### src/rtl/mii_pkg.sv
// MII receive MAC shared types and constants.
// States, error codes and CRC-32 constants.
package mii_pkg;

  typedef enum logic [1:0] {
    ST_IDLE,
    ST_PREAMBLE,
    ST_DATA,
    ST_DROP
  } state_t;

  typedef enum logic [2:0] {
    ERR_OK       = 3'd0,
    ERR_RXER     = 3'd1,
    ERR_OVERSIZE = 3'd2,
    ERR_ALIGN    = 3'd3,
    ERR_RUNT     = 3'd4,
    ERR_CRC      = 3'd5
  } err_t;

  localparam logic [31:0] CRC_POLY    = 32'hEDB8_8320;
  localparam logic [31:0] CRC_INIT    = 32'hFFFF_FFFF;
  localparam logic [31:0] CRC_RESIDUE = 32'hDEBB_20E3;

  localparam logic [3:0] NIB_PRE = 4'h5;
  localparam logic [3:0] NIB_SFD = 4'hD;

endpackage

### src/rtl/mii_crc32_nibble.sv
// Reflected CRC-32 update over one nibble.
// Bits are consumed LSB first.
module mii_crc32_nibble
  import mii_pkg::*;
(
  input  logic [31:0] crc_in,
  input  logic [3:0]  nibble,
  output logic [31:0] crc_out
);

  // four serial LFSR steps, unrolled
  always_comb begin
    logic [31:0] c;
    c = crc_in;
    for (int i = 0; i < 4; i++) begin
      if (c[0] ^ nibble[i])
        c = (c >> 1) ^ CRC_POLY;
      else
        c = c >> 1;
    end
    crc_out = c;
  end

endmodule

### src/rtl/mii_rx_mac.sv
// MII receive MAC: preamble/SFD hunt, byte assembly,
// FCS check, frame status and saturating counters.
module mii_rx_mac
  import mii_pkg::*;
#(
  parameter int MAX_FRAME_BYTES = 1518,
  parameter int MIN_FRAME_BYTES = 64
) (
  input  logic        enet_rx_clk,
  input  logic        i_reset,
  input  logic        i_rx_dv,
  input  logic        i_rx_er,
  input  logic [3:0]  i_rx_data,
  output logic [7:0]  o_byte,
  output logic        o_byte_valid,
  output logic        o_sof,
  output logic        o_status_valid,
  output logic        o_frame_good,
  output logic [2:0]  o_err_code,
  output logic [15:0] o_frame_len,
  output logic [15:0] o_good_count,
  output logic [15:0] o_bad_count
);

  localparam logic [15:0] MAX_W = 16'(MAX_FRAME_BYTES);
  localparam logic [15:0] MIN_W = 16'(MIN_FRAME_BYTES);

  state_t      state, state_n;
  logic        armed, armed_n;
  logic [3:0]  nib_lo, nib_lo_n;
  logic        phase, phase_n;
  logic [15:0] byte_cnt, byte_cnt_n;
  logic [31:0] crc, crc_n, crc_nib;
  logic        rxer, rxer_n;
  logic        oversize, oversize_n;
  logic        sof_pend, sof_pend_n;
  logic        end_frame;
  err_t        err;

  logic [7:0]  byte_n;
  logic        byte_valid_n;
  logic        sof_n;
  logic        status_n;
  logic        good_n;
  logic [2:0]  code_n;
  logic [15:0] len_n;
  logic [15:0] good_cnt, good_cnt_n;
  logic [15:0] bad_cnt, bad_cnt_n;

  mii_crc32_nibble u_crc (
    .crc_in  (crc),
    .nibble  (i_rx_data),
    .crc_out (crc_nib)
  );

  // end-of-frame error classification, highest priority first
  always_comb begin
    err = ERR_OK;
    priority case (1'b1)
      rxer:                err = ERR_RXER;
      oversize:            err = ERR_OVERSIZE;
      phase:               err = ERR_ALIGN;
      byte_cnt < MIN_W:    err = ERR_RUNT;
      crc != CRC_RESIDUE:  err = ERR_CRC;
      default:             err = ERR_OK;
    endcase
  end

  // next-state, datapath and output decode
  always_comb begin
    state_n      = state;
    armed_n      = 1'b1;
    nib_lo_n     = nib_lo;
    phase_n      = phase;
    byte_cnt_n   = byte_cnt;
    crc_n        = crc;
    rxer_n       = rxer;
    oversize_n   = oversize;
    sof_pend_n   = sof_pend;
    end_frame    = 1'b0;
    byte_n       = o_byte;
    byte_valid_n = 1'b0;
    sof_n        = 1'b0;
    status_n     = 1'b0;
    good_n       = o_frame_good;
    code_n       = o_err_code;
    len_n        = o_frame_len;
    good_cnt_n   = good_cnt;
    bad_cnt_n    = bad_cnt;

    unique case (state)
      ST_IDLE: begin
        if (i_rx_dv) begin
          if (armed && i_rx_data == NIB_PRE)
            state_n = ST_PREAMBLE;
          else
            state_n = ST_DROP;
        end
      end
      ST_PREAMBLE: begin
        if (!i_rx_dv) begin
          state_n = ST_IDLE;
        end else if (i_rx_data == NIB_SFD) begin
          state_n    = ST_DATA;
          byte_cnt_n = '0;
          phase_n    = 1'b0;
          crc_n      = CRC_INIT;
          rxer_n     = 1'b0;
          oversize_n = 1'b0;
          sof_pend_n = 1'b1;
        end else if (i_rx_data != NIB_PRE) begin
          state_n = ST_DROP;
        end
      end
      ST_DATA: begin
        if (!i_rx_dv) begin
          state_n   = ST_IDLE;
          end_frame = 1'b1;
        end else begin
          crc_n = crc_nib;
          if (i_rx_er)
            rxer_n = 1'b1;
          if (!phase) begin
            nib_lo_n = i_rx_data;
            phase_n  = 1'b1;
          end else begin
            phase_n = 1'b0;
            if (byte_cnt == MAX_W) begin
              state_n    = ST_DROP;
              oversize_n = 1'b1;
              byte_cnt_n = MAX_W + 16'd1;
            end else begin
              byte_cnt_n   = byte_cnt + 16'd1;
              byte_n       = {i_rx_data, nib_lo};
              byte_valid_n = 1'b1;
              sof_n        = sof_pend;
              sof_pend_n   = 1'b0;
            end
          end
        end
      end
      ST_DROP: begin
        if (!i_rx_dv) begin
          state_n    = ST_IDLE;
          end_frame  = oversize;
          oversize_n = 1'b0;
        end
      end
      default: state_n = ST_IDLE;
    endcase

    if (end_frame) begin
      status_n = 1'b1;
      code_n   = err;
      good_n   = (err == ERR_OK);
      len_n    = byte_cnt;
      if (err == ERR_OK) begin
        if (good_cnt != 16'hFFFF)
          good_cnt_n = good_cnt + 16'd1;
      end else begin
        if (bad_cnt != 16'hFFFF)
          bad_cnt_n = bad_cnt + 16'd1;
      end
    end
  end

  // state and output registers
  always_ff @(posedge enet_rx_clk) begin
    if (i_reset) begin
      state          <= ST_IDLE;
      armed          <= 1'b0;
      nib_lo         <= '0;
      phase          <= 1'b0;
      byte_cnt       <= '0;
      crc            <= CRC_INIT;
      rxer           <= 1'b0;
      oversize       <= 1'b0;
      sof_pend       <= 1'b0;
      o_byte         <= '0;
      o_byte_valid   <= 1'b0;
      o_sof          <= 1'b0;
      o_status_valid <= 1'b0;
      o_frame_good   <= 1'b0;
      o_err_code     <= '0;
      o_frame_len    <= '0;
      good_cnt       <= '0;
      bad_cnt        <= '0;
    end else begin
      state          <= state_n;
      armed          <= armed_n;
      nib_lo         <= nib_lo_n;
      phase          <= phase_n;
      byte_cnt       <= byte_cnt_n;
      crc            <= crc_n;
      rxer           <= rxer_n;
      oversize       <= oversize_n;
      sof_pend       <= sof_pend_n;
      o_byte         <= byte_n;
      o_byte_valid   <= byte_valid_n;
      o_sof          <= sof_n;
      o_status_valid <= status_n;
      o_frame_good   <= good_n;
      o_err_code     <= code_n;
      o_frame_len    <= len_n;
      good_cnt       <= good_cnt_n;
      bad_cnt        <= bad_cnt_n;
    end
  end

  assign o_good_count = good_cnt;
  assign o_bad_count  = bad_cnt;

endmodule

### config.mk
export PLATFORM = sky130hd
export DESIGN_NAME = mii_rx_mac
export DESIGN_NICKNAME = d
export VERILOG_FILES = /design/src/rtl/mii_pkg.sv /design/src/rtl/mii_crc32_nibble.sv /design/src/rtl/mii_rx_mac.sv
export SDC_FILE = /design/constraint.sdc
export NUM_CORES = 1
export LEC_CHECK = 0
export ABC_AREA = 1
export CAP_MARGIN = 20
export CORE_MARGIN = 2
export CORE_UTILIZATION = 51
export CTS_CLUSTER_SIZE = 30
export DETAILED_ROUTE_END_ITERATION = 6
export GPL_TIMING_DRIVEN = 1
export PLACE_DENSITY_LB_ADDON = 0.08
export SYNTH_ARGS = -nofsm -noshare
export SYNTH_HDL_FRONTEND = slang
export SYNTH_SLANG_ARGS = --single-unit
### constraint.sdc
create_clock -name enet_rx_clk -period 1.6 [get_ports enet_rx_clk]
set_input_delay 0.24 -clock enet_rx_clk [delete_from_list [all_inputs] [get_ports enet_rx_clk]]
set_output_delay 0.24 -clock enet_rx_clk [all_outputs]
set_load 0.02 [all_outputs]
==> results of run 1 <==
[tightest hold or removal path: stages]
cell	delay, ps
dlymetal6s2s_1	140
inv_1	100
buf_4	150
a21oi_1	60
[worst max path at each step]
stage / end / slack (ps) / cells past startpoint
after floorplan: o_good_count[2] / -110 / 13
after global placement: crc[17] / -420 / 9
after detailed placement: crc[17] / -440 / 9
after CTS: o_good_count[4] / -150 / 14
after global routing: o_good_count[3] / -380 / 15
final: o_good_count[3] / -300 / 15
[layout by cell type (no fill, tap or decap), types with 23 or more instances in the layout]
master and n:
nor2_1 60, nand4_1 29, buf_6 25, buf_4 179, nand3_1 23, dfxtp_1 85, a21oi_2 27, nand2_2 45
inv_2 28, xor2_1 36, a21oi_1 48, o211ai_1 24, inv_1 65, o21ai_0 41, nand2_1 102, dfxtp_2 32
dlygate4sd2_1 50
[flip-flops by register name (all words and copies together) (netlist names)]
register	flops
armed	1
byte_cnt	16
crc	32
nib_lo	4
o_bad_count	16
o_byte	8
o_byte_valid	1
o_err_code	3
o_frame_good	1
o_frame_len	16
o_good_count	16
o_sof	1
o_status_valid	1
oversize	1
phase	1
rxer	1
sof_pend	1
state	2
[area by class of cell]
| class | instances | area [um^2] | area share [%] |
|---|---|---|---|
| diodes | 1 | 2.502 | 0.02417 |
| clock buffers | 25 | 505.5 | 4.883 |
| clock inverters | 6 | 133.9 | 1.293 |
| inverters | 100 | 391.6 | 3.783 |
| multi-input cells | 597 | 4096 | 39.57 |
| flip-flops and latches | 122 | 2501 | 24.16 |
| well taps | 168 | 210.2 | 2.030 |
| repair buffers | 285 | 2511 | 24.26 |
[cell families after synthesis]
family / synth area share, %
buf+inv: 8.926
simple gates: 27.13
xor+xnor: 7.429
flops: 38.46
fa+ha+maj: 0.7882
compound gates: 17.26
[metrics by stage]
step	TNS (ps)	setup WS, ps
2_1_floorplan	-1734	-114.2
3_3_place_gp	-29880	-415.5
3_5_place_dp	-35260	-444.3
4_1_cts	-3517	-154.0
5_1_grt	-17070	-378.5
6_report	-9890	-302.1
[power breakdown]
group | switching [W] | internal, W
logic | 0.00325 | 0.00254
clock network | 0.00140 | 0.00281
registers | 0.000347 | 0.00356
[routing by layer]
metal  up-vias  track usage (%)  routed length (um)  share of wire, %
met5         -                0                   0                 0
met4         0            15.58                1297               5.3
met3       112            7.531                1720               7.1
met2       426            55.44               12000                49
met1      3551            38.58                9261                38
li1       3367                -                   -                 -
[what timing repair did]
item                       in CTS  in global routing
setup endpoints to repair     130                128
resized for setup             159                163
cloned                          4                  1
setup buffers                  29                 18
pin swaps                      45                 72
==> reports/qor.yml, run 1 <==
run_status:
  run_status: "complete, but fails checks"
  violations: "setup timing"
grt:
  grt_first_pass_wirelength_um: 34000
  grtUsageTotal_pct: 32.48
  grt_pass1_vias: 7233
  grt-ovfl-total: 0
  grt_max_degree: 34
  antenna_found_initial: 1
place:
  place_area_um2: 8507
  portBuffers: 70
  place_hpwl_um: 13460
  place.gp.congestion: 0.9561
  dpl.cell_count: 1225
floorplan:
  die_h_um: 115.6
  io_pins: 71
  coreArea_um2: 12060
  dieArea_um2: 13360
  fp-row-count: 40
  die_w_um: 115.6
  initial_core_util_pct: 52.65
timing:
  hold_viol_final: 0
  fin_skew_ps: 8.833
  setup_viol: 71
  timing.hold.ws_ps: 312.1
  clock.fmax_mhz: 525.7
  fin_ws_ps: -302.1
  slew-limit-headroom_pct: 68.25
  finalCritPeriodShare_pct: 118.9
  maxSlewViolCount: 0
  period_needed_ps: 1902
  tightest_slew_ps: 472.0
  rsz0062_at_grt: "true"
worst_hold_path:
  worstHoldPathType: "in -> reg"
  hold_end: "o_byte[5]"
  hold_depth: 4
  hp-start: "i_rx_data[1]"
synthesis:
  synth_ff_type: "dfxtp_1"
  synth_area_per_cell_um2: 7.479
  synth_common_cells: "nand2_1 (134), dfxtp_1 (122), nor2_1 (82)"
  yosysTopAreaCell: "dfxtp_1"
  synth-async-reset-ratio_pct: 0
  synth_cell_types: 43
  synth_edf_count: 0
  yosys_warnings: 0
  netlist_area_um2: 6350
  yosysTopAreaCellShare_pct: 38.46
  synth-seq-cells: 122
  syn_inst: 849
  synth_seq_area_share_pct: 38.46
  synthTopCellsByArea: "dfxtp_1 (38%), nand2_1 (7.9%), xor2_1 (5.9%)"
  yosysMostFrequentCell: "nand2_1"
  synth_nets: 861
clock_tree:
  holdBufCountCts: 0
  clk_pin_slew_ps: 60
  cts_buffers: 17
  cts-root-buf: "clkbuf_16"
  htreeDepth: 4
  cts.sinks: 122
  cts_tree: "done"
  clock_path_buffers: 2
  clk-insertion-delay-late_ps: 420
critical_path:
  cp-end-kind: "register"
  startpoint: "crc[8]"
  critical_path_class: "reg -> reg"
  r2r-start: "crc[8]"
  crit_fanout: 8
  path_delay_family: "simple AND/OR/NAND/NOR gates"
  r2r_slack_ps: -300
  worstRegToRegCells: 15
  start_kind: "register"
  crit_path_frequent_cell: "nand2_1"
  cp_slowest_stage_delay_ps: 320
  worst_path_max_delay_cell: "dfxtp_1"
  critical_path_buf_inv_count: 2
  r2r_end: "o_good_count[3]"
  cp_cell_sequence: "inv_2, nand2_4, nor2_4, nand2_1, nor2_2, nand2_1, nand2_2, nand2_2, nand2_4, nand3_4, nor2_4, buf_12, nand3_2, nand2_1, nor2_1"
  cp.arrival_ps: 2220
  required_ps: 1910
run:
  drv_cap: 0
power_and_ir_drop:
  vdd_drop_max_v: 0.0008414
  total_power_w: 0.01391
  cellPowerDensity_nw_per_um2: 1343
  p_leak_nw: 4.717
layout:
  final_core_util_pct: 85.83
  final_nets: 1135
  finish.instance_area_um2: 10350
  fillers: 632
  drive_gt1_share_pct: 44.23
  instances_no_fill: 1304
  syn_to_final_growth_pct: 63.03
route:
  first_pass_iters: 6
  via_per_inst: 5.718
  postRouteAntennaNets: 0
  drcViolationCount: 0
  drt-total-wl_um: 24280
  drtIter0Drc: 730
  vias: 7456
  avgRoutedWirePerCell_um: 18.62
(Power assumes the default switching activity.)
==> inputs of run 2 (changes only) <==
--- a/config.mk
+++ b/config.mk
@@ -13,6 +13,7 @@
 export DETAILED_ROUTE_END_ITERATION = 6
 export GPL_TIMING_DRIVEN = 1
 export PLACE_DENSITY_LB_ADDON = 0.08
+export REMOVE_ABC_BUFFERS = 1
 export SYNTH_ARGS = -nofsm -noshare
 export SYNTH_HDL_FRONTEND = slang
 export SYNTH_SLANG_ARGS = --single-unit
==> run 2 against run 1 <==
The run still ends with setup timing left. Fmax decreased by 2.7%. Clock-buffer cell count decreased by 8. Worst setup slack got worse by 52 ps. Final cell count decreased by 0.15%. Critical path depth decreased by 4. Register-to-register slack got worse by 50 ps. Power decreased by 1.2%. Clock skew increased by 3.1 ps. Combinational power increased by 5.4%. Via count increased by 0.80%. Worst hold slack got worse by 55 ps. Global-route usage decreased by 2.8 points. Critical path type unchanged. Largest cell class unchanged. Largest power group unchanged. Highest routed layer unchanged.
==> reports/qor.yml, run 2 (same netlist as run 1, synthesis figures left out) <==
power_and_ir_drop:
  vdd_drop_max_v: 0.001086  # +29%
  switchingPower_w: 0.005397  # +8.0%
  p_int_w: 0.008343  # -6.4%
  pwr-share-clk_pct: 27.2  # -3.1 points
  cellPowerDensity_nw_per_um2: 1337  # -0.46%
  p_comb_share_pct: 44.4  # +2.8 points
  p_leak_nw: 4.587  # -2.7%
  pwr-share-seq_pct: 28.4  # +0.3 points
  switching_share_pct: 39.28  # +3.4 points
grt:
  grtUsageTotal_pct: 29.69  # -2.8 points
  grt_first_pass_wirelength_um: 31430  # -7.6%
  antenna_found_initial: 0  # -1
  grt_max_degree: 38  # +12%
  grt_pass1_vias: 6772  # -6.4%
  grt-ovfl-total: 0  # unchanged
timing:
  fin_ws_ps: -354.2  # -52.10 ps
  rsz0062_at_grt: "true"
  fin_skew_ps: 11.92  # +3.086 ps
  hold_viol_final: 0  # unchanged
  tightest_slew_ps: 430.0  # -41.92 ps
  finalCritPeriodShare_pct: 122.1  # +3.3 points
  period_needed_ps: 1954  # +52.10 ps
  setup_viol: 63  # -11%
  slew-limit-headroom_pct: 71.33  # +3.1 points
  clock.fmax_mhz: 511.7  # -2.7%
  maxSlewViolCount: 0  # unchanged
floorplan:
  coreArea_um2: 12060  # unchanged
  io_pins: 71  # unchanged
  initial_core_util_pct: 52.65  # unchanged
  die_h_um: 115.6  # unchanged
  dieArea_um2: 13360  # unchanged
  die_w_um: 115.6  # unchanged
  fp-row-count: 40  # unchanged
critical_path:
  cp.depth: 11  # -4
  critPathCapture: "o_good_count[13]"
  path_delay_family: "simple AND/OR/NAND/NOR gates"
  cp_cell_sequence: "nand2_1, nor2_4, nand2_1, nor2_4, nand2_2, nand2_2, nand4_1, nor2_4, nand3_4, nand2_2, a21oi_2"
  worstRegToRegCells: 11  # -4
  r2r-start: "crc[7]"
  critical_path_buf_inv_count: 0  # -2
  cp-end-kind: "register"
  critical_path_class: "reg -> reg"
  start_kind: "register"
  worst_path_max_delay_cell: "dfxtp_1"
  crit_fanout: 8  # unchanged
  startpoint: "crc[7]"
  r2r_end: "o_good_count[13]"
  cp.arrival_ps: 2270  # +50 ps
  required_ps: 1920  # about the same
  r2r_slack_ps: -350  # -50 ps
  cp_slowest_stage_delay_ps: 390  # +70 ps
layout:
  instances_no_fill: 1302  # -0.15%
  diodes: 0  # -1
  final_cell_mix: "buf_4 (177), dfxtp_1 (99), nand2_1 (93)"
  syn_to_final_growth_pct: 61.81
  final_common_cell: "buf_4"
  final_nets: 1133  # -0.18%
  drive_gt1_share_pct: 43.39  # -0.84 points
  largest_reg_flops: 32  # unchanged
  fillers: 651  # +3.0%
  top_register: "crc"
clock_tree:
  cts-root-buf: "clkbuf_16"
  clk-insertion-delay-late_ps: 440  # +20 ps
  clk_pin_slew_ps: 60  # about the same
  clock_path_buffers: 2  # unchanged
  htreeDepth: 4  # unchanged
  cts_buffers: 17  # unchanged
  cts.sinks: 122  # unchanged
  cts_tree: "done"
route:
  first_pass_iters: 6  # unchanged
  vias: 7516  # +0.80%
  drt-total-wl_um: 23600  # -2.8%
  drcViolationCount: 0  # unchanged
  drtIter0Drc: 748  # +2.5%
  postRouteAntennaNets: 0  # unchanged
  avgRoutedWirePerCell_um: 18.13  # -2.6%
  via_per_inst: 5.773  # +0.96%
run_status:
  violations: "setup timing"
  run_status: "complete, but fails checks"
run:
  drv_cap: 0  # unchanged
place:
  place_hpwl_um: 12740  # -5.4%
  pre_cts_slack_ps: -457.1  # -12.72 ps
  portBuffers: 70  # unchanged
  dpl.cell_count: 1232  # +0.57%
  place.gp.congestion: 0.8994  # -5.9%
worst_hold_path:
  worstHoldPathType: "in -> reg"
-- run 2: cell types whose count changed in the layout (fill, tap and decap cells not counted), sizes merged, moves of 2 or more --
cell          before  now
dlygate4sd2       50   60
clkbuf            26   17
dlymetal6s2s      11    2
inv               99  105
clkinvlp           0    5
bufinv             4    1
nand3             46   44
-- run 2: per-layer routing --
layer,global-route usage [%],routed length (um)
met4,13.57,1202
met5,0,0
met1,34.59,8969
met2,53.02,11770
met3,5.282,1655
-- run 2: cell type report --
type / instances / area, um^2 / area share (%)
clock inverters: 15 / 138.9 / 1.352
flip-flops and latches: 122 / 2476 / 24.10
well taps: 168 / 210.2 / 2.046
multi-input cells: 595 / 4105 / 39.95
clock buffers: 17 / 425.4 / 4.140
repair buffers: 285 / 2525 / 24.57
inverters: 100 / 394.1 / 3.836
-- run 2: worst min path at each step --
stage | startpoint | endpoint | depth (start not counted)
final | i_rx_data[1] | o_byte[5] | 4
after global routing | i_rx_data[1] | o_byte[5] | 4
after CTS | i_rx_er | rxer | 3
after detailed placement | crc[22] | crc[18] | 1
after global placement | crc[22] | crc[18] | 1
after floorplan | i_reset | o_bad_count[10] | 1
-- run 2: tightest hold or removal path: stages --
cell and delay (ps):
dlymetal6s2s_1 140, inv_1 80, buf_4 120, a21oi_1 50
-- run 2: per-stage QoR --
stage | TNS, ps | instance area, um^2 | hold WS [ps] | power (W) | util (%)
global placement | -28910 | 8468 | 431.9 | 0.008020 | 70.21
CTS | -5170 | 9656 | 413.4 | 0.01242 | 80.05
floorplan | -37970 | 6158 | 302.4 | 0.006099 | -
finish | -11550 | 10270 | 257.1 | 0.01374 | 85.19
global route | -15820 | 10270 | 300.2 | 0.01420 | 85.19
detailed placement | -34830 | 8468 | 449.6 | 0.008135 | 70.21
-- run 2: repair_timing --
item                                    CTS  global route
buffers inserted                         26            15
hold buffers                              0             0
gates resized for setup                 189           150
endpoints found under the setup margin  154            99
gates cloned                              3             0
pin swaps                                63            83
-- run 2: power groups by stage --
stage	Clock, W	Combinational, W	Sequential (W)
floorplan	0	0.00207	0.00403
global route	0.00387	0.00639	0.00394
CTS	0.00372	0.00488	0.00382
global placement	0	0.00419	0.00383
detailed placement	0	0.00428	0.00385
finish	0.00374	0.00610	0.00391
==> inputs of run 3 (changes only) <==
--- a/config.mk
+++ b/config.mk
@@ -7,8 +7,7 @@
 export LEC_CHECK = 0
 export ABC_AREA = 1
 export CAP_MARGIN = 20
-export CORE_MARGIN = 2
-export CORE_UTILIZATION = 51
+export CORE_UTILIZATION = 57
 export CTS_CLUSTER_SIZE = 30
 export DETAILED_ROUTE_END_ITERATION = 6
 export GPL_TIMING_DRIVEN = 1
==> constraint.sdc (replaced) <==
create_clock -name enet_rx_clk -period 1.9 [get_ports enet_rx_clk]
set_input_delay 0.285 -clock enet_rx_clk [delete_from_list [all_inputs] [get_ports enet_rx_clk]]
set_output_delay 0.285 -clock enet_rx_clk [all_outputs]
set_load 0.02 [all_outputs]
==> run 3 against run 2 <==
Die area down 13%. Non-clock buffer count down 121. Clock power down 5%. Sequential share of layout area up 4.4 points. Critical path depth down 10. Wire length down 26%. Worst hold slack better by 140 ps. Sequential power down 16%. The run ends with DRC left. Worst setup slack better by 390 ps. Final cell count down 11%.
==> reports/qor.yml, run 3 (same netlist as run 1, synthesis figures left out) <==
run:
  drv_cap: 0  # unchanged
timing:
  setup_viol: 0  # -100%
  fin_skew_ps: 8.089  # -3.829 ps
  clock.fmax_mhz: 535.4
  hold_viol_final: 0  # unchanged
  period_needed_ps: 1868
  tightest_slew_ps: 470.0  # +39.93 ps
  finalCritPeriodShare_pct: 98.30
  maxSlewViolCount: 0  # unchanged
  slew-limit-headroom_pct: 68.41  # -2.9 points
  setup_tns_ps: 0  # +11550 ps
  timing.hold.ws_ps: 398.8  # +141.7 ps
  rsz0062_at_grt: "true"
grt:
  grt_pass1_vias: 6175  # -8.8%
  grt_first_pass_wirelength_um: 28550  # -9.2%
  grtUsageTotal_pct: 31.39  # +1.7 points
  grt_max_degree: 36  # -5.3%
  grt-ovfl-total: 0  # unchanged
  antenna_found_initial: 0  # unchanged
run_status:
  violations: "DRC"
  run_status: "complete, but fails checks"
worst_hold_path:
  hold_depth: 3  # -1
  worstHoldPathType: "in -> reg"
  hold_end: "rxer"
  hp-start: "i_rx_er"
critical_path:
  cp-end-kind: "output port"
  cp.depth: 1  # -10
  critical_path_buf_inv_count: 1  # +1
  r2r-start: "byte_cnt[0]"
  critical_path_class: "reg -> out"
  r2r_end: "o_byte[1]"
  crit_fanout: 4  # -4
  cp_slowest_stage_delay_ps: 640  # +250 ps
  worstRegToRegCells: 11  # unchanged
  r2r_slack_ps: 50  # +400 ps
  cp.arrival_ps: 1580  # -690 ps
  required_ps: 1620  # -300 ps
  cp_cell_sequence: "clkdlybuf4s50_1"
  worst_path_max_delay_cell: "clkdlybuf4s50_1"
  path_delay_family: "buffers and inverters"
  start_kind: "register"
layout:
  final_nets: 1012  # -11%
  drive_gt1_share_pct: 25.17  # -18 points
  diodes: 0  # unchanged
  finish.instance_area_um2: 8633  # -16%
  final_cell_mix: "nand2_1 (131), dfxtp_1 (108), buf_4 (85)"
  final_core_util_pct: 79.64  # -5.5 points
  final_common_cell: "nand2_1"
  largest_reg_flops: 32  # unchanged
  syn_to_final_growth_pct: 35.96
  top_register: "crc"
  fillers: 755  # +16%
clock_tree:
  htreeDepth: 4  # unchanged
  cts-root-buf: "clkbuf_8"
  clk_pin_slew_ps: 60  # about the same
  cts_tree: "done"
  cts_buffers: 17  # unchanged
  clk-insertion-delay-late_ps: 530  # +90 ps
  cts.sinks: 122  # unchanged
  clock_path_buffers: 2  # unchanged
  holdBufCountCts: 0  # unchanged
route:
  avgRoutedWirePerCell_um: 15.16  # -16%
  via_per_inst: 5.566  # -3.6%
  drt-total-wl_um: 17480  # -26%
  vias: 6418  # -15%
  first_pass_iters: 7  # +1
  drcViolationCount: 1  # +1
  postRouteAntennaNets: 0  # unchanged
  drtIter0Drc: 510  # -32%
floorplan:
  dieArea_um2: 11570  # -13%
  fp-row-count: 38  # -5.0%
  die_w_um: 107.5  # -7.0%
  io_pins: 71  # unchanged
  coreArea_um2: 10840  # -10%
  die_h_um: 107.5  # -7.0%
  initial_core_util_pct: 58.58  # +5.9 points
place:
  portBuffers: 70  # unchanged
  place_area_um2: 7710  # -9.0%
  place_hpwl_um: 11600  # -9.0%
  place.gp.congestion: 0.9046  # +0.58%
power_and_ir_drop:
  vdd_drop_max_v: 0.0009821  # -9.6%
  p_leak_nw: 3.765  # -18%
  cellPowerDensity_nw_per_um2: 1173  # -12%
[run 3: layout make-up]
class | instances | area, um^2 | area share (%)
inverter | 100 | 375.4 | 4.348
tap | 140 | 175.2 | 2.029
clock buffer | 25 | 484.2 | 5.609
timing repair buffer | 164 | 1498 | 17.35
multi-input combinational | 595 | 3481 | 40.32
clock inverter | 7 | 160.2 | 1.855
sequential | 122 | 2460 | 28.49
[run 3: layer usage]
layer / GRT usage, % / vias to the layer above / wire length (um)
li1: - / 3123 / -
met3: 6.719 / 48 / 1003
met1: 37.06 / 3012 / 7330
met4: 13.41 / 0 / 416
met2: 54.67 / 235 / 8728
met5: 0 / - / 0
[run 3: stage by stage]
step | power [W] | setup slack (ps) | cells
after floorplan | 0.005136 | -251.3 | 816
after global placement | 0.006320 | -104.1 | 1106
after detailed placement | 0.006431 | -160.0 | 1106
after CTS | 0.01003 | -33.34 | 1141
after global routing | 0.01064 | -67.86 | 1153
final | 0.01013 | 32.32 | 1153
[run 3: how the worst max path moves through the flow]
stage | end | startpoint | slack, ps
finish | o_good_count[14] | o_good_count[14] | 30
detailed placement | crc[25] | i_rx_data[1] | -160
global placement | crc[19] | i_rx_data[1] | -100
global route | o_good_count[2] | o_good_count[6] | -70
floorplan | o_good_count[2] | state[1] | -250
CTS | o_good_count[2] | o_good_count[1] | -30
[run 3: repair_timing]
action	CTS	global route
pin swaps	4	19
setup endpoints to repair	26	53
cloned	0	1
setup buffers	3	13
resized for setup	13	61
[run 3: power breakdown]
group	internal (W)	total (W)	leakage, nW	switching [W]
logic	0.00136	0.00332	2.46	0.00196
clock network	0.00240	0.00354	0.316	0.00114
registers	0.00298	0.00327	0.991	0.000284
==> RTL edit 1, RTL diff (config.mk and constraints of run 3) <==
Compare `byte_cnt` against `MAX_W` with >= in place of ==.
--- a/src/rtl/mii_rx_mac.sv
+++ b/src/rtl/mii_rx_mac.sv
@@ -127,3 +127,3 @@
             phase_n = 1'b0;
-            if (byte_cnt == MAX_W) begin
+            if (byte_cnt >= MAX_W) begin
               state_n    = ST_DROP;
Function: same outputs for any inputs over 4 cycles, from zero or initial values and one cycle with i_reset high; that may be too few to reach the edited logic, so the function may still have changed.
==> RTL edit 1 against run 3 <==
  * Utilization down 1.0 points
  * Sequential share of layout area up 1.5 points
  * Synthesized cell count down 0.47%
  * Cell area down 4.7%
  * Routed wire length down 3.3%
  * Count of clock-buffer cells in the layout down 1
  * Die area down 1.5%
  * Critical path depth up 11
  * Largest cell class unchanged
  * Area after synthesis down 1.5%
  * Worst setup slack worse by 14 ps
  * Sequential cell count unchanged
  * Power up 0.77%
  * Via count down 2.7%
==> RTL edit 1: results (changes against run 3) <==
post-synthesis xor/xnor area fraction 8.59% (+1.2 points); cell count after synthesis 845 (-0.47%); TritonRoute pass-1 iters 5 (-2); pre-CTS setup slack -161 ps (-1.24 ps); Crit. Startpoint crc[14]; status finished clean; ratio of cells with drive above 1 in the final layout 20.7% (-4.5 points); DP Wirelength 10900 um (-6.3%); Worst IR Drop VDD 1.00 mV (+1.9%); total track usage 30.2% (-1.2 points); Least-Margin Pin Slew 763 ps (+293 ps); routed length per instance 15.3 um (+0.83%); multi-input logic area 0.00343 sq mm (-1.5%); final core occ 78.6% (-1.0 points); P_leak 3.43 nW (-8.9%); number of global-route vias before repair 5922 (-4.1%); worst-path maximum fanout 8 (+4); top cells by area, synth dfxtp_1 39%, nand2_1 9.1%, a21oi_1 6.4%, o21ai_0 5.8%, xor2_1 5.0%; Clock buf/inv share 7.06% (-0.41 points); DR vias/cell 5.64 (+1.4%); Seq/Total Area, Yosys 39.1% (+0.60 points); Area after DPL 0.00740 sq mm (-4.0%); FF/Latch Area 0.00247 sq mm (+0.25%); number of distinct library cells after synthesis 38 (-12%); Hold Startpoint i_reset; fin nets 968 (-4.3%); Adder-Cell Fraction of Synth Area 0.600% (-0.19 points); Buffers, non-clock 130 (-21%); Crit path max-delay family simple AND/OR/NAND/NOR gates; fillers 765 (+1.3%)
-- RTL edit 1: cell count changes after synthesis, sizes merged, moves of 9 or more --
| cell | before | now |
|---|---|---|
| inv | 99 | 80 |
| nand2 | 160 | 169 |
| nor2 | 92 | 81 |
| o21ai | 67 | 78 |
| xnor2 | 9 | 20 |
-- RTL edit 1: where the power goes --
group | switching [mW] | internal, mW | leakage, nW
Combinational | 2.12 | 1.56 | 2.15
Clock | 1.13 | 2.03 | 0.294
Sequential | 0.345 | 3.03 | 0.985
Total | 3.59 | 6.62 | 3.43
-- RTL edit 1: path summary, 6_finish.rpt --
path                      to  slack, ps
min reg2reg     byte_cnt[14]        470
min                  crc[12]        260
max reg2reg  o_good_count[3]         20
max          o_good_count[3]         20
-- RTL edit 1: metal layers --
metal  vias to the layer above  global-route usage (%)  wire length (um)
met5                         -                       0                 0
met4                         0                    12.9               336
met3                        31                    6.26               850
met2                       195                    50.0              8420
met1                      2973                    37.9              7300
li1                       3044                       -                 -
==> RTL edit 2, RTL diff (config.mk and constraints of run 3) <==
Without the edit above. Set the parameter `MAX_FRAME_BYTES` to 1138 (it was 1518).
--- a/src/rtl/mii_rx_mac.sv
+++ b/src/rtl/mii_rx_mac.sv
@@ -5,3 +5,3 @@
 #(
-  parameter int MAX_FRAME_BYTES = 1518,
+  parameter int MAX_FRAME_BYTES = 1138,
   parameter int MIN_FRAME_BYTES = 64
Formal check against the unedited RTL: no difference found for any inputs over 4 cycles, from zero or initial values and one cycle with i_reset high; that may be too few to reach the edited logic, so the function may still have changed.
==> RTL edit 2 against run 3 <==
  * The run ends with setup timing left
  * Worst setup slack worse by 35 ps
  * Synthesized cell count up 0.47%
  * Die area down 1.5%
  * Power up 3.4%
  * Sequential cell count unchanged
  * Routed wire length up 3.9%
  * Cell area down 1.2%
  * Area after synthesis down 1.5%
  * Largest power group is now combinational cells
==> RTL edit 2: results (changes against run 3) <==
status complete, but fails checks; failing checks setup timing; Worst R2R End o_bad_count[9]; top cells by area, synth dfxtp_1 39%, nand2_1 8.6%, nor2_1 5.6%, a21oi_1 5.5%, xor2_1 5.3%; Clock buf/inv share 6.98% (-0.48 points); number of distinct library cells after synthesis 45 (+4.7%); area grow syn2layout 36.4%; Routability Congestion 0.931 (+2.9%); max_slew headroom 69.5% (+1.1 points); vias 6538 (+1.9%); GR met3 Demand/Resource 7.05% (+0.33 points); comb_multi_in 603 (+1.3%); fin nets 1011 (-0.099%); worst setup margin -2.42 ps (-34.7 ps); first-pass GRT wire length 28600 um (+0.12%); DR vias/cell 5.70 (+2.3%); multi-input logic area 0.00348 sq mm (-0.11%); signal buffers share of area 17.1% (-0.23 points); Worst IR Drop VDD 1.04 mV (+5.9%); Inst Count DP 1099 (-0.63%); Metal-1 WL 7270 um (-0.79%); Area after DPL 0.00757 sq mm (-1.9%); DP Wirelength 11800 um (+1.4%); number of global-route vias before repair 6152 (-0.37%); Async S/R FF share, synth 0% (unchanged); pin count of the biggest net entering global routing 38 (+5.6%); pre-CTS setup slack -156 ps (+4.18 ps); cell count after synthesis 853 (+0.47%); total track usage 31.5% (+0.064 points); met2 wire len 9190 um (+5.3%); ratio of cells with drive above 1 in the final layout 22.5% (-2.6 points); Inverters 97 (-3.0%); TritonRoute pass-1 iters 5 (-2); Switch Pwr 3.67 mW (+8.3%); Reg-to-Reg Start o_bad_count[0]; Setup Skew 8.53 ps (+0.440 ps); Synth Flop Type dfxtp_1; Buffers, non-clock 158 (-3.7%); Seq/Total Area, Yosys 39.1% (+0.60 points); clock buffers 24 (-4.0%); Setup violations, final 1 (+1); GR met1 Demand/Resource 37.4% (+0.32 points); P_leak 3.70 nW (-1.7%); full die area 0.0114 sq mm (-1.5%); Reg2Reg Depth 8 (-3); GR Util met2 54.8% (+0.12 points); fillers 685 (-9.3%)
RTL edit 2: changes by cell type in the layout (fill, tap and decap cells not counted), moves of 8 or more:
cell             change
a21oi_2              -9
a21oi_1              +9
clkdlybuf4s50_1      -8
dlygate4sd2_1        +9
RTL edit 2: stage by stage:
| step | hold WS [ps] | total power, mW |
|---|---|---|
| after floorplan | 347 | 5.28 |
| after global placement | 434 | 6.53 |
| after detailed placement | 433 | 6.63 |
| after CTS | 363 | 9.97 |
| after global routing | 368 | 11.0 |
| final | 390 | 10.5 |
RTL edit 2: worst max-delay path by stage:
stage,end,cells after the start
final,o_bad_count[9],8
after global routing,crc[19],9
after global placement,crc[22],8
after CTS,o_good_count[12],1
after detailed placement,byte_cnt[8],10
after floorplan,o_bad_count[0],7
RTL edit 2: repair_timing:
item,in CTS,in global routing
cloned,0,4
setup buffers,3,10
endpoints found under the setup margin,34,52
resized for setup,19,82
pin swaps,1,27
RTL edit 2: kinds of logic after synthesis:
family / after synthesis / synth area share (%)
flops: 122 / 39.1
xor+xnor: 56 / 8.27
fa+ha+maj: 4 / 0.801
compound gates: 185 / 17.0
buf+inv: 131 / 8.63
simple gates: 355 / 26.3
RTL edit 2: critical path, stage by stage, from the launching register on:
cell	delay [ps]
dfxtp_1	410
ha_1	270
nand2_1	110
nor2_1	220
nand4_1	210
buf_4	210
nand3_4	160
nand2_2	90
a21oi_2	150
RTL edit 2: power by group through the flow:
stage          logic, mW  clock network (mW)  registers [mW]
2_1_floorplan       1.82                   0            3.46
3_3_place_gp        3.19                   0            3.34
4_1_cts             3.39                3.27            3.31
3_5_place_dp        3.27                   0            3.36
6_report            3.87                3.25            3.36
5_1_grt             4.18                3.38            3.41
